==> src/rtl/present_round_engine.sv <==
// present_round_engine
//   Iterative PRESENT-80 block encryption, one round per clock.
//   Holds the 64-bit cipher state, the 80-bit key schedule register and the
//   5-bit round counter. Each round applies addRoundKey, the 16-way S-box
//   layer and the bit permutation, and advances the key schedule. The last
//   round also applies the final key whitening and presents the ciphertext.
// Ports
//   clk      : rising-edge clock
//   rst      : asynchronous active-high reset
//   valid_i  : plaintext/key present on data_i/key_i
//   ready_o  : engine can accept a block (IDLE only)
//   data_i   : 64-bit plaintext
//   key_i    : 80-bit cipher key
//   valid_o  : data_o holds ciphertext
//   ready_i  : consumer accepts data_o
//   data_o   : 64-bit ciphertext, registered
//   busy_o   : high while rounds are running
module present_round_engine #(
  parameter int unsigned ROUNDS    = 31,
  parameter int unsigned KEY_WIDTH = 80
) (
  input  logic                 clk,
  input  logic                 rst,
  input  logic                 valid_i,
  output logic                 ready_o,
  input  logic [63:0]          data_i,
  input  logic [KEY_WIDTH-1:0] key_i,
  output logic                 valid_o,
  input  logic                 ready_i,
  output logic [63:0]          data_o,
  output logic                 busy_o
);

  localparam int unsigned STATE_W = 64;
  localparam int unsigned ROUND_W = 5;

  typedef enum logic [1:0] {
    S_IDLE  = 2'd0,
    S_ROUND = 2'd1,
    S_DONE  = 2'd2
  } fsm_t;

  fsm_t                 fsm_q;
  logic [STATE_W-1:0]   state_q;
  logic [79:0]          key_q;
  logic [ROUND_W-1:0]   round_q;
  logic [STATE_W-1:0]   data_q;
  logic                 valid_q;
  logic                 ready_q;
  logic                 busy_q;

  // PRESENT 4-bit S-box, shared by the state layer and the key schedule
  function automatic logic [3:0] sbox(input logic [3:0] x);
    logic [3:0] y;
    case (x)
      4'h0: y = 4'hC;  4'h1: y = 4'h5;  4'h2: y = 4'h6;  4'h3: y = 4'hB;
      4'h4: y = 4'h9;  4'h5: y = 4'h0;  4'h6: y = 4'hA;  4'h7: y = 4'hD;
      4'h8: y = 4'h3;  4'h9: y = 4'hE;  4'hA: y = 4'hF;  4'hB: y = 4'h8;
      4'hC: y = 4'h4;  4'hD: y = 4'h7;  4'hE: y = 4'h1;  default: y = 4'h2;
    endcase
    return y;
  endfunction

  // Substitution layer: 16 parallel S-boxes over the nibbles
  function automatic logic [63:0] sub_layer(input logic [63:0] x);
    logic [63:0] y;
    y = '0;
    for (int i = 0; i < 16; i++) begin
      y[4*i +: 4] = sbox(x[4*i +: 4]);
    end
    return y;
  endfunction

  // pLayer: bit j moves to (16*j) mod 63; bit 63 is fixed
  function automatic logic [63:0] p_layer(input logic [63:0] x);
    logic [63:0] y;
    y = '0;
    for (int j = 0; j < 63; j++) begin
      y[(16 * j) % 63] = x[j];
    end
    y[63] = x[63];
    return y;
  endfunction

  logic [63:0] rk_xor;
  logic [63:0] sub_out;
  logic [63:0] perm_out;
  logic [79:0] key_rot;
  logic [79:0] key_next;

  // Round datapath and key schedule for the current round
  always_comb begin
    rk_xor   = state_q ^ key_q[79:16];
    sub_out  = sub_layer(rk_xor);
    perm_out = p_layer(sub_out);
    key_rot  = {key_q[18:0], key_q[79:19]};
    key_next = key_rot;
    key_next[79:76] = sbox(key_rot[79:76]);
    key_next[19:15] = key_rot[19:15] ^ round_q;
  end

  // Control FSM with registered outputs and datapath registers
  always_ff @(posedge clk or posedge rst) begin
    if (rst) begin
      fsm_q   <= S_IDLE;
      state_q <= '0;
      key_q   <= '0;
      round_q <= '0;
      data_q  <= '0;
      valid_q <= 1'b0;
      ready_q <= 1'b0;
      busy_q  <= 1'b0;
    end else begin
      case (fsm_q)
        S_IDLE: begin
          ready_q <= 1'b1;
          if (valid_i && ready_q) begin
            state_q <= data_i;
            key_q   <= key_i[79:0];
            round_q <= ROUND_W'(1);
            ready_q <= 1'b0;
            busy_q  <= 1'b1;
            fsm_q   <= S_ROUND;
          end
        end
        S_ROUND: begin
          state_q <= perm_out;
          key_q   <= key_next;
          round_q <= round_q + ROUND_W'(1);
          // Final whitening uses the freshly scheduled key K32
          if (round_q == ROUND_W'(ROUNDS)) begin
            data_q  <= perm_out ^ key_next[79:16];
            valid_q <= 1'b1;
            busy_q  <= 1'b0;
            fsm_q   <= S_DONE;
          end
        end
        S_DONE: begin
          if (ready_i) begin
            valid_q <= 1'b0;
            ready_q <= 1'b1;
            fsm_q   <= S_IDLE;
          end
        end
        default: begin
          fsm_q <= S_IDLE;
        end
      endcase
    end
  end

  assign ready_o = ready_q;
  assign valid_o = valid_q;
  assign data_o  = data_q;
  assign busy_o  = busy_q;

endmodule
==> config.mk <==
export PLATFORM = sky130hd
export DESIGN_NAME = present_round_engine
export DESIGN_NICKNAME = d
export VERILOG_FILES = /design/src/rtl/present_round_engine.sv
export SDC_FILE = /design/constraint.sdc
export NUM_CORES = 1
export LEC_CHECK = 0
export ABC_AREA = 1
export CAP_MARGIN = 0
export CORE_MARGIN = 5
export CORE_UTILIZATION = 65
export CTS_CLUSTER_DIAMETER = 40
export DETAILED_ROUTE_END_ITERATION = 10
export DONT_BUFFER_PORTS = 1
export PLACE_DENSITY = 0.85
export SYNTH_ARGS = -nofsm -noshare
export SYNTH_HDL_FRONTEND = slang
export SYNTH_SLANG_ARGS = --single-unit
==> constraint.sdc <==
create_clock -name clk -period 17.95 [get_ports clk]
set_input_delay 5.385 -clock clk [delete_from_list [all_inputs] [get_ports clk]]
set_output_delay 5.385 -clock clk [all_outputs]
set_load 0.05 [all_outputs]
Word-level counts from Yosys, hierarchy flattened

Memory sizes are Yosys's and may differ from the RTL's.
Cells that the tools add are included.

Word-level logic and storage cells: 65
Output and inout port bits: 67
Bits in registers: 218
Memory bits (writable): 0
Memories kept: 17
Memory bits (read-only): 1088
Bits in latches: 0

Memories:

| name            | words | width | read ports | clocked after memory_dff | write ports | line | RTL |
|---|---|---|---|---|---|---|---|
| (no name shown) | 16    | 4     | 1          | 0                        | 0           | 55   | `case (x)` |
| (no name shown) | 16    | 4     | 1          | 0                        | 0           | 55   |  |
| (no name shown) | 16    | 4     | 1          | 0                        | 0           | 55   |  |
| (no name shown) | 16    | 4     | 1          | 0                        | 0           | 55   |  |
| (no name shown) | 16    | 4     | 1          | 0                        | 0           | 55   |  |
| (no name shown) | 16    | 4     | 1          | 0                        | 0           | 55   |  |
| +11 memories    | -     | -     | -          | -                        | -           | -    |  |

Bitwise operators: 3
Equality and inequality tests: 6
$mul: 0
Add/sub/neg operators: 1
Reductions and logical operators: 11
Shifts and indexed selects: 0
Divide/modulo/power cells: 0
Multiplexer cells: 19
$lt $le $gt $ge: 0

Operator list:

| kind                                                                  | count |
|---|---|
| 80-bit one-hot mux with 2 select lines                                | 1 |
| 64-bit one-hot mux with 2 select lines                                | 1 |
| 64-bit XOR                                                            | 2 |
| 80-bit 2-to-1 mux                                                     | 1 |
| 64-bit 2-to-1 mux                                                     | 1 |
| 5-bit one-hot mux with 2 select lines                                 | 1 |
| 3-bit AND reduction                                                   | 3 |
| 1-bit 2-to-1 mux                                                      | 6 |
| 2-bit 2-to-1 mux                                                      | 3 |
| 2-bit inequality test, second input constant                          | 3 |
| 1-bit one-hot mux with 2 select lines                                 | 3 |
| 2-bit one-hot mux with 3 select lines                                 | 1 |
| 2-bit AND reduction                                                   | 3 |
| 2-bit nonzero test                                                    | 3 |
| 5-bit by 1-bit adder with 5-bit output, second input constant         | 1 |
| 5-bit equality test, second input constant                            | 1 |
| 5-bit 2-to-1 mux                                                      | 1 |
| 5-bit XOR                                                             | 1 |
| 2-bit by 1-bit equality test with 1-bit output, second input constant | 1 |
| 2-bit equality test, second input constant                            | 1 |
| 2-bit logical NOT                                                     | 1 |
| 1-bit logical AND                                                     | 1 |

Depth between registers and ports, before layout

Gate-level depths: netlist of run 1.

Depth after elaboration: 3
Depth in mapped cells: 13
Gate-level depth less buffers: 13

Worst setup path after synthesis of run 1

No wires, ideal clock.

Path type: input to register
From: input valid_i
To: register state_q[22]
Path buffers: 2
Data required time: 17.818 ns
Data arrival time: 6.129 ns
Cell stages on the path: 9
Setup time: 0.132 ns
Setup slack: 11.689 ns
Cells stage by stage: nand2_1 -> inv_1 -> nand2_4 -> inv_2 -> buf_4 -> buf_4 -> nand2_1 -> o21ai_1 -> o21bai_1

Longest elaborated chain between the ends: 3

Ends and longest elaborated chain:

| what                                   | line | RTL |
|---|---|---|
| start: declaration                     | 24   | `input logic valid_i,` |
| 1-bit logical AND                      | 117  | `if (valid_i && ready_q) begin` |
| 2-bit inequality test (no source line) | -    |  |
| 2-bit AND reduction (no source line)   | -    |  |
| end signal: assignment                 | 118  | `state_q <= data_i;` |
| end signal: assignment                 | 127  | `state_q <= perm_out;` |
| end: declaration                       | 44   | `logic [STATE_W-1:0] state_q;` |

No other way between the ends.
A chain may end at the register's enable or synchronous reset.

Worst setup path in the final report of run 1

From: input valid_i
To: register state_q[32]

The elaborated chain is that of the path after synthesis.

==> results.md, run 1 <==
* Overflow after GRT at 0
* Drt pass-1 iters at 6
* Worst path slowest cell: inv_2
* Clock transition at path regs at 60 ps
* Synthesized instance count at 1964
* Die W at 158 um
* Clock skew at 26.5 ps
* Synth top area share at 0.382
* Cell Chain, Critical Path: nand2_1 > inv_1 > nand2_4 > inv_2 > buf_4 > nand2_1 > o21ai_1 > o21bai_1
* # rows at 54
* Final WL at 47.1 mm
* CP required at 18390 ps
* GP Congestion at 0.964
* Critical path class: input pin to register
* Crit share post-route at 0.417
* Post-synth ARST share at 1.00
* Reg2Reg Setup Slack at 14560 ps
* Final hold violation count at 0
* DR vias/cell at 6.13
* RSZ-0062 raised after global routing: no
* Num CTS Buffers at 37
* Mean post-synth cell area at 7.28 sq um
* DR WL/cell at 20.8 um
* Commonest non-fill, non-tap cells in the layout: 743 x nand2_1, 257 x nand3_1, 218 x dfrtp_1
* Max_cap viols at 0
* Post-cts gate resize count at 0
* Worst flop-to-flop path endpoint: state_q[32]$_DFFE_PP0P_
* Crit path top cell by count: nand2_1
* Commonest non-fill, non-tap cell in the layout: nand2_1
* Die area at 25100 sq um
* Unique masters post-synth at 34
* Via count at 13888
* Clock Sinks at 218
* Max-slew violation count at 0
* Delay of the slowest critical-path stage at 820 ps
* Sequential area share after synthesis at 0.382
* First-pass GRT wire length at 72.8 mm
* Crit path capture type: register
* Initial antenna violation count at 9
* Fin crit period at 7480 ps
* Initial core utilization at 0.657
* Vias in the first global route at 13380
* WHS Path Cells at 1
* Crit path arrival time at 7920 ps
* Worst Tran Pin Value at 1030 ps
* Reg2reg start: ready_o$_DFFE_PP0P_
* Worst slack, placed at 10080 ps
* Die Height at 158 um
* GRT Overall Usage at 0.374
* Final instance area at 15800 sq um
* Final Core Density at 0.725
* HP Start: round_q[3]$_DFFE_PP0P_
* Max Fanout on Critical Path at 67
* Clock tree from TritonCTS: yes
* # port buffers at 0
* Post-route ant nets at 0
* Warnings, synthesis at 0
* Setup ws final at 10470 ps
* CTS root buffer: clkbuf_16
* WHS Endpoint: round_q[3]$_DFFE_PP0P_
* Startpoint Class: input pin
* TNS Setup at 0 ps
* Top cells by area, synth: dfrtp_1 38%, nand2_1 20%, ha_1 9.0%, nand3_1 9.0%, inv_1 5.1%
* Type of the worst min-delay path: register to register
* DP Area at 14400 sq um
* Largest net degree at the start of global routing at 142
* # setup viols final at 0
* Yosys top cell by area: dfrtp_1
* Worst-Skew Late Latency at 520 ps
* Run status: finished, final reports clean
* Post-Synthesis Cell Area at 14300 sq um
* Synthesized Nets at 2215
* Setup Fix Bufs, Post-CTS at 0
* Cells on worst reg2reg path at 8
* Cts hold-fix bufs at 0
* Placed wire-length estimate at 33.7 mm
* Ports at 215
* Main synth FF type: dfrtp_1
* H-tree Lvls at 2
* Drt drc at 0
* Share of cells above drive strength 1 at 0.0476
* Worst slew margin at 0.312
* Initial drt markers at 1680
* Number of synthesized flops with an enable pin at 0
* Core footprint at 21800 sq um
* CTS Buffer Depth at 3
* Synthesized flop and latch total at 218
* Layout Nets at 2197
* Area growth syn-to-layout at 10.4%
* Max Clk Rate at 134 MHz
==> state kept, by name, summed over array words and instances (netlist names) <==
name / count
round_q: 5
data_o: 64
key_q: 80
fsm_q: 2
valid_o: 1
busy_o: 1
ready_o: 1
state_q: 64
==> cells in the mapped netlist (32+ instances only) <==
master / count
inv_1: 193
dfrtp_1: 218
o22ai_1: 50
nand3_1: 257
nor2_1: 53
o21ai_0: 62
o211ai_1: 32
buf_2: 43
a21oi_1: 49
nand2_1: 743
xor2_1: 34
ha_1: 103
==> worst max-delay path by stage <==
stage | startpoint | end | slack [ps] | cells after the start
after floorplan | rst | busy_o$_DFFE_PP0P_ | 6600 | 1
after global placement | valid_i | state_q[32]$_DFFE_PP0P_ | 10170 | 8
after detailed placement | valid_i | state_q[32]$_DFFE_PP0P_ | 10080 | 8
after CTS | valid_i | state_q[32]$_DFFE_PP0P_ | 10590 | 8
after global routing | valid_i | state_q[32]$_DFFE_PP0P_ | 10380 | 8
final | valid_i | state_q[32]$_DFFE_PP0P_ | 10470 | 8
==> worst max-delay path: cells and delay by family <==
family	cells	cell delay (ps)
AND/OR/NAND/NOR	3	630
buffers and inverters	3	1570
AO/OA/AOI/OAI	2	240
==> stage by stage <==
stage | hold slack (ps) | instances
floorplan | 480 | 1964
global placement | 499 | 2187
detailed placement | 504 | 2187
CTS | 512 | 2254
global route | 544 | 2264
finish | 510 | 2264
==> metal layers <==
metal / global-route usage / wire (um) / up-vias
li1: - / - / 6364
met1: 0.477 / 17200 / 6464
met2: 0.576 / 21100 / 897
met3: 0.114 / 6090 / 161
met4: 0.198 / 2750 / 2
met5: 0 / 20 / -
==> cell families (layout without fill, tap and decap cells) <==
family / Yosys count / count (layout) / share of synthesized area
xor+xnor: 52 / 52 / 0.0350
flops: 218 / 218 / 0.382
fa+ha+maj: 103 / 103 / 0.0901
simple gates: 1060 / 1060 / 0.303
compound gates: 267 / 267 / 0.114
buf+inv: 264 / 274 / 0.0759
other cells: 0 / 10 / 0
==> layout make-up <==
class                   count  area (sq um)
clock buffers              40           990
repair buffers              8          60.1
clock inverters            27           389
flip-flops and latches    218          5460
inverters                 199           754
diodes                     10          25.0
fillers                  1693          5980
well taps                 280           350
multi-input cells        1482          7760
Power of run 1 is left out: the tool's default activity adds up to more than one toggle a clock period on the data nets, which glitch-free logic cannot reach.
==> inputs of run 2 (changes only) <==
Settings changed: CORE_UTILIZATION 65 to 59, PLACE_DENSITY 0.85 to 0.82.
Clock period 17.95 ns to 6.2 ns, I/O delays scaled along.
==> run 2 against run 1 <==
Register-to-register slack got worse by 11000 ps. Non-clock buffer count increased by 4. Setup slack got worse by 7500 ps. Critical path type unchanged. Critical endpoint is now state_q[6]$_DFFE_PP0P_.
==> results.md, run 2 (synthesis gave the netlist of run 1 again) <==
* Run status: finished, final reports clean
* Max Fanout on Critical Path at 39
* Type of the worst min-delay path: register to register
* # rows at 57
* Crit path top cell by count: nand2_4
* Layout fillers at 2050
* Crit share post-route at 0.515
* Clock Sinks at 218
* Share of cells above drive strength 1 at 0.0495
* Post-route ant nets at 0
* Ports at 215
* TNS Setup at 0 ps
* Fin crit period at 3190 ps
* CTS root buffer: clkbuf_16
* Clock skew at 21.3 ps
* Delay of the slowest critical-path stage at 630 ps
* Die area at 27400 sq um
* Final hold violation count at 0
* # setup viols final at 0
* Reg2Reg Setup Slack at 3100 ps
* Via count at 13802
* Crit path buf inv count at 3
* Die Height at 166 um
* Top reg by flops: key_q
* Crit path capture type: register
* Largest net degree at the start of global routing at 159
* Setup Fix Bufs, Post-CTS at 0
* Commonest non-fill, non-tap cell in the layout: nand2_1
* Overflow after GRT at 0
* First-pass GRT wire length at 73.7 mm
* CTS Buffer Depth at 3
* Cts hold-fix bufs at 0
* Drt pass-1 iters at 7
* Max Clk Rate at 313 MHz
* Startpoint Class: input pin
* Max-slew violation count at 0
* Area growth syn-to-layout at 11.2%
* Initial core utilization at 0.593
* Worst Tran Pin Value at 1030 ps
* H-tree Lvls at 2
* Die W at 166 um
* Layout Nets at 2202
* Initial antenna violation count at 5
* Placed wire-length estimate at 34.4 mm
* Max_cap viols at 0
* Commonest non-fill, non-tap cells in the layout: 743 x nand2_1, 257 x nand3_1, 218 x dfrtp_1
* Clock transition at path regs at 50 ps
* GP Congestion at 0.990
* Drt drc at 0
* Post-cts gate resize count at 0
* Final WL at 47.6 mm
* Vias in the first global route at 13042
* Cell Chain, Critical Path: nand2_1 > inv_1 > nand2_4 > nand2_4 > inv_2 > buf_4 > a221oi_1
* DR vias/cell at 5.98
* # port buffers at 0
* Clock tree from TritonCTS: yes
* Worst slew margin at 0.311
* Worst path slowest cell: inv_2
* Kind of cell adding the most delay to the critical path: buffers and inverters
* Num CTS Buffers at 38
* RSZ-0062 raised after global routing: no
* CP required at 6560 ps
* Initial drt markers at 1659
* Worst-Skew Late Latency at 530 ps
* DR WL/cell at 20.6 um
* Crit path arrival time at 3550 ps
* Critical path class: input pin to register
* Number of flip-flops in the largest register at 80
* Core footprint at 24100 sq um
* GRT Overall Usage at 0.336
## run 2: cell count changes in the layout (fill, tap and decap cells not counted), sizes merged
cell      delta
diode        -6
bufinv       -1
clkbuf      +11
clkinvlp     +5
inv          -7
clkinv       -5
buf          +4
## run 2: layout make-up
class	count	area (sq um)	share of cell area
Multi-Input combinational cell	1482	7760	0.488
Sequential cell	218	5460	0.343
Clock buffer	51	1130	0.0713
Inverter	199	751	0.0472
Tap cell	324	405	0.0255
Clock inverter	19	282	0.0177
Timing Repair Buffer	12	103	0.00645
Antenna cell	4	10.0	0.000630
## run 2: worst paths after layout
path / start / to / depth (start not counted)
worst max-delay path: valid_i / state_q[6]$_DFFE_PP0P_ / 7
worst min-delay path: round_q[3]$_DFFE_PP0P_ / round_q[3]$_DFFE_PP0P_ / 1
worst max register to register: fsm_q[0]$_DFFE_PP0P_ / state_q[6]$_DFFE_PP0P_ / 6
worst min register to register: round_q[3]$_DFFE_PP0P_ / round_q[3]$_DFFE_PP0P_ / 1
max in group asynchronous: rst / data_o[22]$_DFFE_PP0P_ / 2
min in group asynchronous: rst / state_q[53]$_DFFE_PP0P_ / 2
## run 2: through the flow
| step | area [sq um] | utilization | worst slack (ps) | hold slack, ps | std cells |
|---|---|---|---|---|---|
| 4_1_cts | 15900 | 0.659 | 3050 | 520 | 2305 |
| 2_1_floorplan | 14300 | - | 1500 | 480 | 1964 |
| 6_report | 15900 | 0.659 | 3010 | 525 | 2309 |
| 3_5_place_dp | 14500 | 0.600 | 2530 | 515 | 2235 |
| 3_3_place_gp | 14500 | 0.600 | 2550 | 500 | 2235 |
| 5_1_grt | 15900 | 0.659 | 2920 | 555 | 2309 |
## run 2: layer usage
metal  wire length (um)  track usage
met5                 13            0
met4               2520        0.155
met3               5170       0.0832
met2              21300        0.522
met1              18500        0.446
Power of run 2 is left out for the same reason.
